<file path="config.mk">
export PLATFORM = sky130hd
export DESIGN_NAME = execute_stage
export DESIGN_NICKNAME = d
export VERILOG_FILES = /design/src/rtl/risc_pkg.sv /design/src/rtl/exec_mul.sv /design/src/rtl/execute_stage.sv
export SDC_FILE = /design/constraint.sdc
export NUM_CORES = 1
export LEC_CHECK = 0
export BUFFER_PORTS_ARGS = -buffer_cell sky130_fd_sc_hd__buf_2
export CAP_MARGIN = 5
export CORE_MARGIN = 1.5
export CORE_UTILIZATION = 30
export DETAILED_ROUTE_END_ITERATION = 16
export SYNTH_ARGS = -nofsm -noshare
export SYNTH_HDL_FRONTEND = slang
export SYNTH_HIERARCHICAL = 1
export SYNTH_SLANG_ARGS = --single-unit
</file>
<file path="constraint.sdc">
create_clock -name clk -period 13.2 [get_ports clk]
set_input_delay 1.32 -clock clk [delete_from_list [all_inputs] [get_ports clk]]
set_output_delay 1.32 -clock clk [all_outputs]
set_load 0.1 [all_outputs]
</file>
<file path="src/rtl/risc_pkg.sv">
// rtl/risc_pkg.sv - shared widths, ALU/shift encodings and multiplier states for the RISC datapath
package risc_pkg;

  localparam int WIDTH = 16;
  localparam int CNT_W = $clog2(WIDTH);
  localparam logic [CNT_W-1:0] CNT_LAST = CNT_W'(WIDTH - 1);

  localparam logic [1:0] ALU_ADD = 2'b00;
  localparam logic [1:0] ALU_SUB = 2'b01;
  localparam logic [1:0] ALU_AND = 2'b10;
  localparam logic [1:0] ALU_NOT = 2'b11;

  localparam logic [1:0] SH_NONE = 2'b00;
  localparam logic [1:0] SH_LSL  = 2'b01;
  localparam logic [1:0] SH_LSR  = 2'b10;
  localparam logic [1:0] SH_ASR  = 2'b11;

  typedef enum logic [1:0] {
    ST_IDLE = 2'b00,
    ST_RUN  = 2'b01,
    ST_FIN  = 2'b10
  } mul_state_t;

endpackage

</file>
<file path="src/rtl/exec_mul.sv">
// rtl/exec_mul.sv - iterative shift-add multiplier (WIDTH steps, low WIDTH bits kept) with start/busy/done
module exec_mul
  import risc_pkg::*;
(
  input  logic             clk,
  input  logic             reset,
  input  logic             start,
  input  logic [WIDTH-1:0] ain,
  input  logic [WIDTH-1:0] bin,
  output logic             busy,
  output logic             done,
  output logic             prod_valid,
  output logic [WIDTH-1:0] product
);

  mul_state_t       state_q, state_d;
  logic             accept;
  logic [CNT_W-1:0] cnt_q;
  logic [WIDTH-1:0] mcand_q, mplier_q, acc_q;

  always_ff @(posedge clk) begin
    if (reset) state_q <= ST_IDLE;
    else       state_q <= state_d;
  end

  always_comb begin
    state_d    = state_q;
    busy       = 1'b0;
    done       = 1'b0;
    accept     = 1'b0;
    prod_valid = 1'b0;
    case (state_q)
      ST_IDLE: begin
        if (start) begin
          accept  = 1'b1;
          state_d = ST_RUN;
        end
      end
      ST_RUN: begin
        busy = 1'b1;
        if (cnt_q == CNT_LAST) begin
          prod_valid = 1'b1;
          state_d    = ST_FIN;
        end
      end
      ST_FIN: begin
        done    = 1'b1;
        state_d = ST_IDLE;
      end
      default: state_d = ST_IDLE;
    endcase
  end

  // product is the accumulator after the current step, so on the last RUN
  // cycle it is already the full result and can be written straight to C
  assign product = acc_q + (mplier_q[0] ? mcand_q : '0);

  always_ff @(posedge clk) begin
    if (reset) begin
      cnt_q    <= '0;
      mcand_q  <= '0;
      mplier_q <= '0;
      acc_q    <= '0;
    end else if (accept) begin
      cnt_q    <= '0;
      mcand_q  <= ain;
      mplier_q <= bin;
      acc_q    <= '0;
    end else if (busy) begin
      cnt_q    <= cnt_q + 1'b1;
      mcand_q  <= {mcand_q[WIDTH-2:0], 1'b0};
      mplier_q <= {1'b0, mplier_q[WIDTH-1:1]};
      acc_q    <= product;
    end
  end

endmodule

</file>
<file path="src/rtl/execute_stage.sv">
// rtl/execute_stage.sv - A/B operand regs, B shifter, ALU, C and status regs; multiplier under EXEC_MUL_EN
module execute_stage
  import risc_pkg::*;
(
  input  logic             clk,
  input  logic             reset,
  input  logic [WIDTH-1:0] readdata,
  input  logic [WIDTH-1:0] sximm5,
  input  logic             loada,
  input  logic             loadb,
  input  logic             asel,
  input  logic             bsel,
  input  logic [1:0]       shift,
  input  logic [1:0]       ALUop,
  input  logic             loadc,
  input  logic             loads,
  input  logic             start,
  output logic [WIDTH-1:0] C,
  output logic [2:0]       status,
  output logic             busy,
  output logic             done
);

  logic [WIDTH-1:0] a_q, b_q, b_shifted, ain, bin, alu_out;
  logic             alu_v;
  logic [2:0]       alu_flags;
  logic             mul_active, mul_prod_valid;
  logic [WIDTH-1:0] mul_product;

  always_comb begin
    b_shifted = b_q;
    case (shift)
      SH_NONE: b_shifted = b_q;
      SH_LSL:  b_shifted = {b_q[WIDTH-2:0], 1'b0};
      SH_LSR:  b_shifted = {1'b0, b_q[WIDTH-1:1]};
      SH_ASR:  b_shifted = {b_q[WIDTH-1], b_q[WIDTH-1:1]};
      default: b_shifted = b_q;
    endcase
  end

  assign ain = asel ? '0 : a_q;
  assign bin = bsel ? sximm5 : b_shifted;

  // overflow: operands (after negating B for sub) agree in sign but the result does not
  always_comb begin
    alu_out = '0;
    alu_v   = 1'b0;
    case (ALUop)
      ALU_ADD: begin
        alu_out = ain + bin;
        alu_v   = (ain[WIDTH-1] == bin[WIDTH-1]) && (alu_out[WIDTH-1] != ain[WIDTH-1]);
      end
      ALU_SUB: begin
        alu_out = ain - bin;
        alu_v   = (ain[WIDTH-1] != bin[WIDTH-1]) && (alu_out[WIDTH-1] != ain[WIDTH-1]);
      end
      ALU_AND: alu_out = ain & bin;
      ALU_NOT: alu_out = ~bin;
      default: alu_out = '0;
    endcase
  end

  assign alu_flags = {alu_v, alu_out[WIDTH-1], (alu_out == '0)};

`ifdef EXEC_MUL_EN
  exec_mul u_exec_mul (
    .clk        (clk),
    .reset      (reset),
    .start      (start),
    .ain        (ain),
    .bin        (bin),
    .busy       (busy),
    .done       (done),
    .prod_valid (mul_prod_valid),
    .product    (mul_product)
  );
  assign mul_active = busy | done;
`else
  logic unused_start;
  assign unused_start   = start;
  assign busy           = 1'b0;
  assign done           = 1'b0;
  assign mul_active     = 1'b0;
  assign mul_prod_valid = 1'b0;
  assign mul_product    = '0;
`endif

  always_ff @(posedge clk) begin
    if (reset) begin
      a_q    <= '0;
      b_q    <= '0;
      C      <= '0;
      status <= 3'b000;
    end else begin
      if (loada) a_q <= readdata;
      if (loadb) b_q <= readdata;
      if (mul_prod_valid) begin
        C      <= mul_product;
        status <= {1'b0, mul_product[WIDTH-1], (mul_product == '0)};
      end else if (!mul_active) begin
        if (loadc) C      <= alu_out;
        if (loads) status <= alu_flags;
      end
    end
  end

endmodule

</file>
==> results of run 1 <==
per-stage QoR:
step | area (um^2) | cells
floorplan | 4760 | 606
global placement | 5110 | 837
detailed placement | 5110 | 837
CTS | 5280 | 845
global route | 5280 | 845
finish | 5280 | 845
power groups by stage:
stage	clock network, mW	logic, mW	registers (mW)
after floorplan	0	0.118	0.207
after global placement	0	0.187	0.174
after detailed placement	0	0.188	0.175
after CTS	0.155	0.189	0.171
after global routing	0.162	0.206	0.173
final	0.151	0.190	0.171
per-layer routing:
| metal | up-vias | GRT usage [%] | routed length, um |
|---|---|---|---|
| li1 | 2222 | - | - |
| met1 | 2080 | 22.5 | 6320 |
| met2 | 128 | 25.7 | 5900 |
| met3 | 18 | 1.95 | 541 |
| met4 | 0 | 7.01 | 453 |
| met5 | - | 0 | 0 |
cell usage in the layout, fill, tap and decap left out, drive strengths merged, types with 4 or more instances in the layout:
cell / netlist / routed
inv: 31 / 31
ha: 32 / 32
o21ai: 26 / 26
nor2: 89 / 89
nor3b: 6 / 6
buf: 21 / 63
o31ai: 6 / 6
dfxtp: 51 / 51
xnor2: 5 / 5
or2: 5 / 5
nor4: 8 / 8
nor3: 13 / 13
o31a: 7 / 7
nor2b: 30 / 30
and2: 4 / 4
nand2b: 13 / 13
nand2: 35 / 35
mux2: 6 / 6
or4: 5 / 5
o211ai: 14 / 14
a211oi: 22 / 22
mux2i: 59 / 59
clkbuf: 21 / 5
a21o: 7 / 7
a31oi: 6 / 6
a21oi: 25 / 25
xor2: 4 / 4
state kept, by name (all words and copies together) (netlist names):
name,flops
a_q,16
status,3
C,16
b_q,16
worst max-delay path by stage:
stage	start	endpoint	slack [ns]	cells after the start
detailed placement	shift[0]	status[0]	7.37	16
global route	shift[0]	status[0]	7.18	16
global placement	shift[0]	status[0]	7.46	16
CTS	shift[0]	status[0]	7.64	16
floorplan	shift[0]	status[0]	7.86	18
finish	shift[0]	status[0]	7.61	16
worst register-to-register path: cells and delay by family (launching register included):
| family | cells | cell delay, ns |
|---|---|---|
| adder cells (fa/ha/maj) | 2 | 0.68 |
| buffers and inverters | 1 | 0.09 |
| AO/OA/AOI/OAI | 5 | 1.18 |
| flip-flops | 1 | 0.35 |
| AND/OR/NAND/NOR | 7 | 2.27 |
layout make-up:
| cell class | instances | area [um^2] |
|---|---|---|
| clock inverter | 3 | 43.8 |
| sequential | 51 | 1020 |
| inverter | 32 | 120 |
| multi-input combinational | 480 | 3390 |
| clock buffer | 5 | 125 |
| tap | 211 | 264 |
| fill | 1646 | 10100 |
| timing repair buffer | 63 | 318 |
logic make-up after synthesis:
group                      Yosys count  share of synthesized area (%)
muxes                               67                           14.8
xor gates and xnor gates             9                           1.66
AOI/OAI and AO/OA                  145                           21.4
adders and majority gates           34                           9.25
other                                1                         0.0788
and+or+nand+nor                    223                           23.9
DFF                                 51                           21.4
buffers and inverters               75                           7.49
==> summary.md, run 1 <==
| Metric | Value |
|---|---|
| Status | `complete, no violations` |
| Fin crit share | `42.4%` |
| HPWL after detailed placement | `10,200 um` |
| Setup WS pre-CTS | `7.37 ns` |
| Relative slew slack | `37.0%` |
| DIE WIDTH | `129 um` |
| Sequence of cells on the critical path | `buf_2 -> nor3b_1 -> a21oi_1 -> o21ai_0 -> ha_1 -> inv_1 -> fa_1 -> nand2b_1 -> a211oi_1 -> nor4_1 -> nor4b_1 -> o31ai_1 -> nor4_1 -> or4b_1 -> or4_1 -> o21ai_1` |
| GPL Wtd Cong | `0.918` |
| TritonRoute pass-1 iters | `5` |
| Final Max Tran Viols | `0` |
| Prevailing post-synth register cell | `dfxtp_1` |
| Hold path depth | `2` |
| # Max-Cap Violations | `0` |
| Unrepaired setup endpoints after global routing | `no` |
| Crit path required time | `13.43 ns` |
| Final net count | `712` |
| Sequential area share after synthesis | `21.4%` |
| Worst hold margin | `0.471 ns` |
| Layout cells sized above 1 | `14.4%` |
| CTS Sinks | `51` |
| Critical path's largest stage delay | `0.47 ns` |
| H-tree levels | `2` |
| Largest net degree at the start of global routing | `53` |
| Combinational share of power | `37.1%` |
| Hold Path Class | `flop to flop` |
| Routed vias | `4,448` |
| CP bufs+invs | `2` |
| Clk slew on worst S/H paths | `0.07 ns` |
| Cell Rows | `45` |
| Leading area contributor after synthesis | `dfxtp_1` |
| Maximum vdd ir drop | `0.0774 mV` |
| Post-synth EDFFs | `0` |
| ANT nets after route | `0` |
| Largest cells by area after synthesis | `dfxtp_1 (21%), mux2i_1 (12%), ha_1 (8.4%), nor2_1 (7.0%), nor2b_1 (3.9%)` |
| IO buf count | `62` |
| Power share of the clock group | `29.5%` |
| Count of cell types in the netlist | `73` |
| Switching portion of total power | `38.2%` |
| CP delay by family, top | `simple AND/OR/NAND/NOR gates` |
| Overflow after GRT | `0` |
| Sequential power share | `33.4%` |
| Placeable core area | `0.0154 mm^2` |
| Reg-to-Reg End | `status[0]` |
| CP Class | `primary input to flop` |
| Commonest cells post-synth | `nor2_1 (89), mux2i_1 (59), dfxtp_1 (51)` |
| Slowest CP cell | `or4b_1` |
| Synth top area share | `21.4%` |
| CTS max path bufs | `2` |
| Ys Warns | `6` |
| Final wirelength | `13,200 um` |
| Leak | `2.36 nW` |
| Syn_area_per_cell | `7.87 um^2` |
| Mapped Area | `0.00476 mm^2` |
| R2R depth | `15` |
| Internal | `0.317 mW` |
| Layout overhead on the synthesized area | `10.9%` |
| Clock skew | `0.00734 ns` |
| Flops & latches, synth | `51` |
| # hold bufs at CTS | `0` |
| Pwr/cell area | `97.0 mW/mm^2` |
| Hold Startpoint | `status[0]` |
| GRT Total Usage | `16.3%` |
| Global-route wire length before repair | `21,700 um` |
| R2R setup slack | `8.58 ns` |
| Finish-stage setup viols | `0` |
| Top-count cell post-synth | `nor2_1` |
| F_max | `179 MHz` |
| Worst-path maximum fanout | `19` |
| Worst Setup End Kind | `flop` |
| Average wire per standard cell | `15.6 um` |
| Antenna violations before repair | `0` |
| Net Switching | `0.196 mW` |
| Cell mode on critical path | `nor4_1` |
| CTS Buf Count | `5` |
| Hold Violations, Final | `0` |
| Final Util | `34.3%` |
| R2r startpoint | `b_q[0]` |
| Actual slew at the worst max-slew pin | `0.945 ns` |
| Startpoint types | `primary input` |
| Io pins | `66` |
| Initial DRC Count | `337` |
| Setup TNS | `0 ns` |
| Drc violations | `0` |
| Worst skew pair latency | `0.30 ns` |
| CTS Root Cell | `clkbuf_16` |
| Ant diodes | `0` |
| Drt via density | `5.26` |
| Setup ws final | `7.61 ns` |
| Vias in the first global route | `4,158` |
| Hold EP | `status[0]` |
| Starting Density | `31.0%` |
| Postcts setup bufs | `0` |
| Final total power | `0.512 mW` |
| Die area | `0.0166 mm^2` |
| Fin crit period | `5.59 ns` |
| CTS tree | `built` |
| Worst Path Arrival | `5.82 ns` |
| Async SR Flop Fraction | `0%` |
| Syn Inst Count | `605` |
| Die height | `129 um` |
| Resized Gates After CTS | `0` |
Power figures use the tool's default switching activity.
==> run 2, diff against run 1 <==
--- a/config.mk
+++ b/config.mk
@@ -5,6 +5,7 @@
 export SDC_FILE = /design/constraint.sdc
 export NUM_CORES = 1
 export LEC_CHECK = 0
+export ABC_AREA = 1
 export BUFFER_PORTS_ARGS = -buffer_cell sky130_fd_sc_hd__buf_2
 export CAP_MARGIN = 5
 export CORE_MARGIN = 1.5
==> constraint.sdc (replaced) <==
create_clock -name clk -period 5.7 [get_ports clk]
set_input_delay 0.57 -clock clk [delete_from_list [all_inputs] [get_ports clk]]
set_output_delay 0.57 -clock clk [all_outputs]
set_load 0.1 [all_outputs]
==> run 2 against run 1 <==
Cell area increased by 1.5%; critical path depth increased by 4; hold slack got worse by 0.014 ns; setup slack got worse by 5.5 ns; synthesized area unchanged; critical endpoint unchanged.
==> summary.md, run 2 <==
| Metric | Value |
|---|---|
| Status | `complete, no violations` |
| Largest cells by area after synthesis | `dfxtp_1 (21%), nand2_1 (20%), nand3_1 (9.8%), inv_1 (9.7%), a21oi_1 (8.5%)` |
| CTS Root Cell | `clkbuf_16` |
| Setup ws final | `2.14 ns (-5.46 ns)` |
| Initial DRC Count | `310 (-8.0%)` |
| Final Max Tran Viols | `0 (unchanged)` |
| Commonest cells after routing, fill and taps aside | `nand2_1 (251), inv_1 (123), nand3_1 (93), a21oi_1 (81), nor2_1 (71)` |
| DIE WIDTH | `129 um (unchanged)` |
| Startpoint types | `primary input` |
| Layout overhead on the synthesized area | `12.5%` |
| Hold Startpoint | `a_q[15]` |
| Fin crit period | `3.56 ns` |
| Worst-path maximum fanout | `29 (+10)` |
| Setup WS pre-CTS | `1.82 ns (-5.55 ns)` |
| Mapped Area | `0.00476 mm^2 (unchanged)` |
| Overflow after GRT | `0 (unchanged)` |
| Cell Rows | `45 (unchanged)` |
| Pwr/cell area | `223 mW/mm^2 (+130%)` |
| Average wire per standard cell | `13.5 um (-13%)` |
| Syn_area_per_cell | `5.61 um^2 (-29%)` |
| Worst Setup End Kind | `flop` |
| Ant diodes | `0 (unchanged)` |
| Setup TNS | `0 ns (unchanged)` |
| Top-count cell post-synth | `nand2_1` |
| Relative slew slack | `22.3% (-15 points)` |
| # hold bufs at CTS | `0 (unchanged)` |
| Io pins | `66 (unchanged)` |
| CTS Buf Count | `5 (unchanged)` |
| Final total power | `1.20 mW (+130%)` |
| Worst skew pair latency | `0.30 ns (about the same)` |
| R2r startpoint | `b_q[1]` |
| Synth top area share | `21.4% (unchanged)` |
| Sequential area share after synthesis | `21.4% (unchanged)` |
| CTS Sinks | `51 (unchanged)` |
| IO buf count | `62 (unchanged)` |
| Fin crit share | `62.4%` |
| Unrepaired setup endpoints after global routing | `no` |
| Actual slew at the worst max-slew pin | `1.16 ns (+0.219 ns)` |
| Fillers | `1,752 (+6.4%)` |
| Crit path required time | `5.93 ns (-7.50 ns)` |
| ANT nets after route | `0 (unchanged)` |
| # Max-Cap Violations | `0 (unchanged)` |
| Count of cell types in the netlist | `33 (-55%)` |
| Postcts setup bufs | `0 (unchanged)` |
| GPL Wtd Cong | `0.942 (+2.6%)` |
| Post-synth EDFFs | `0 (unchanged)` |
| F_max | `281 MHz` |
| H-tree levels | `2 (unchanged)` |
| Clock skew | `0.00566 ns (-0.00167 ns)` |
| Most common cell after layout, fill and taps aside | `nand2_1` |
| Leading area contributor after synthesis | `dfxtp_1` |
| Leak | `2.90 nW (+23%)` |
| Vias in the first global route | `4,774 (+15%)` |
| Async SR Flop Fraction | `0% (unchanged)` |
| Syn Inst Count | `848 (+40%)` |
| Final Instance Area | `0.00536 mm^2 (+1.5%)` |
| Crit path capture | `status[0]` |
| R2R depth | `22 (+7)` |
| GRT Total Usage | `18.4% (+2.0 points)` |
| Storage cell area | `0.00102 mm^2 (unchanged)` |
| Antenna violations before repair | `0 (unchanged)` |
| Global-route wire length before repair | `24,000 um (+10%)` |
| HPWL after detailed placement | `12,100 um (+19%)` |
| Clk slew on worst S/H paths | `0.07 ns (about the same)` |
| Prevailing post-synth register cell | `dfxtp_1` |
| Hold Path Class | `flop to flop` |
| Top flop regs | `C: 16 flops, a_q: 16 flops, b_q: 16 flops` |
| Finish-stage setup viols | `0 (unchanged)` |
| Hold Violations, Final | `0 (unchanged)` |
| TritonRoute pass-1 iters | `5 (unchanged)` |
| Layout cells sized above 1 | `11.1% (-3.2 points)` |
| Largest net degree at the start of global routing | `48 (-9.4%)` |
| Cell Area, Placed | `0.00520 mm^2 (+1.8%)` |
| Resized Gates After CTS | `0 (unchanged)` |
| Worst hold margin | `0.457 ns (-0.0140 ns)` |
| Reg-to-Reg End | `status[0]` |
| Worst Path Arrival | `3.79 ns (-2.03 ns)` |
| Die area | `0.0166 mm^2 (unchanged)` |
| Crit path from | `bsel` |
| CTS max path bufs | `2 (unchanged)` |
| Die height | `129 um (unchanged)` |
| CP Class | `primary input to flop` |
| CTS tree | `built` |
| Placeable core area | `0.0154 mm^2 (unchanged)` |
| R2R setup slack | `2.73 ns (-5.85 ns)` |
| Flops & latches, synth | `51 (unchanged)` |
| Routed vias | `5,283 (+19%)` |
| Final wirelength | `14,900 um (+13%)` |
| Drc violations | `0 (unchanged)` |
| Multi-input gate area | `0.00306 mm^2 (-9.6%)` |
| Maximum vdd ir drop | `0.172 mV (+120%)` |
| Commonest cells post-synth | `nand2_1 (251), inv_1 (123), nand3_1 (93)` |
| Drt via density | `4.80 (-8.8%)` |
| Final net count | `967 (+36%)` |
| Ys Warns | `6 (unchanged)` |
| Starting Density | `31.0% (unchanged)` |
-- run 2: cell count changes after synthesis, sizes merged, moves of 8 or more --
cell	previous run	this run
nor3	13	3
o21ai	26	56
nand2	35	252
nor2b	30	0
a211oi	22	0
nor4	8	0
a21oi	25	84
o211ai	14	5
nor2	89	75
inv	31	141
nand3	3	93
mux2i	59	0
nand2b	13	0
-- run 2: power by group --
group / total [mW] / internal, mW / leakage (nW) / switching (mW)
combinational: 0.485 / 0.128 / 2.40 / 0.356
clock: 0.319 / 0.176 / 0.0731 / 0.143
sequential: 0.393 / 0.383 / 0.424 / 0.0103
-- run 2: final cells by class --
cell class	count	share of cell area [%]
Clock buffer	6	2.59
Clock inverter	2	0.304
Inverter	143	10.0
Multi-Input combinational cell	624	57.2
Sequential cell	51	19.1
Tap cell	211	4.93
Timing Repair Buffer	63	5.93
-- run 2: kinds of logic after synthesis --
logic type	count (synthesis)	share of synthesized area [%]
xor+xnor	2	0.368
simple gates	432	37.3
buf+inv	174	14.3
flops	51	21.4
fa+ha+maj	34	9.25
other cells	1	0.0788
compound gates	154	17.2
-- run 2: critical path, stage by stage --
cell and delay [ns]:
buf_2 0.47, inv_1 0.18, or2_2 0.32, nand2_1 0.11, inv_1 0.09, ha_1 0.24
fa_1 0.39, inv_1 0.10, nand3_1 0.10, nand3_1 0.17, nand2_1 0.09, nand2_1 0.06
nand2_1 0.04, nand3_1 0.09, nand2_1 0.07, nor2_1 0.24, nand2_1 0.08, nor2_1 0.11
nand3_1 0.11, a21oi_1 0.14
-- run 2: stage by stage --
stage | instances | utilization [%]
6_report | 1100 | 34.8
5_1_grt | 1100 | 34.8
3_5_place_dp | 1092 | 33.8
4_1_cts | 1100 | 34.8
2_1_floorplan | 849 | -
3_3_place_gp | 1092 | 33.8
-- run 2: routing by layer --
metal | GRT usage (%) | up-vias | share of wire [%]
li1 | - | 2770 | -
met1 | 25.1 | 2346 | 47
met3 | 2.79 | 22 | 5.9
met5 | 0 | - | 0
met2 | 29.6 | 145 | 44
met4 | 5.82 | 0 | 2.5
-- run 2: worst min-delay path by stage --
stage | slack [ns] | to | depth (start not counted)
2_1_floorplan | 0.43 | a_q[10] | 2
4_1_cts | 0.46 | a_q[15] | 2
3_5_place_dp | 0.45 | a_q[15] | 2
3_3_place_gp | 0.44 | a_q[10] | 2
6_report | 0.46 | a_q[15] | 2
5_1_grt | 0.47 | a_q[11] | 2
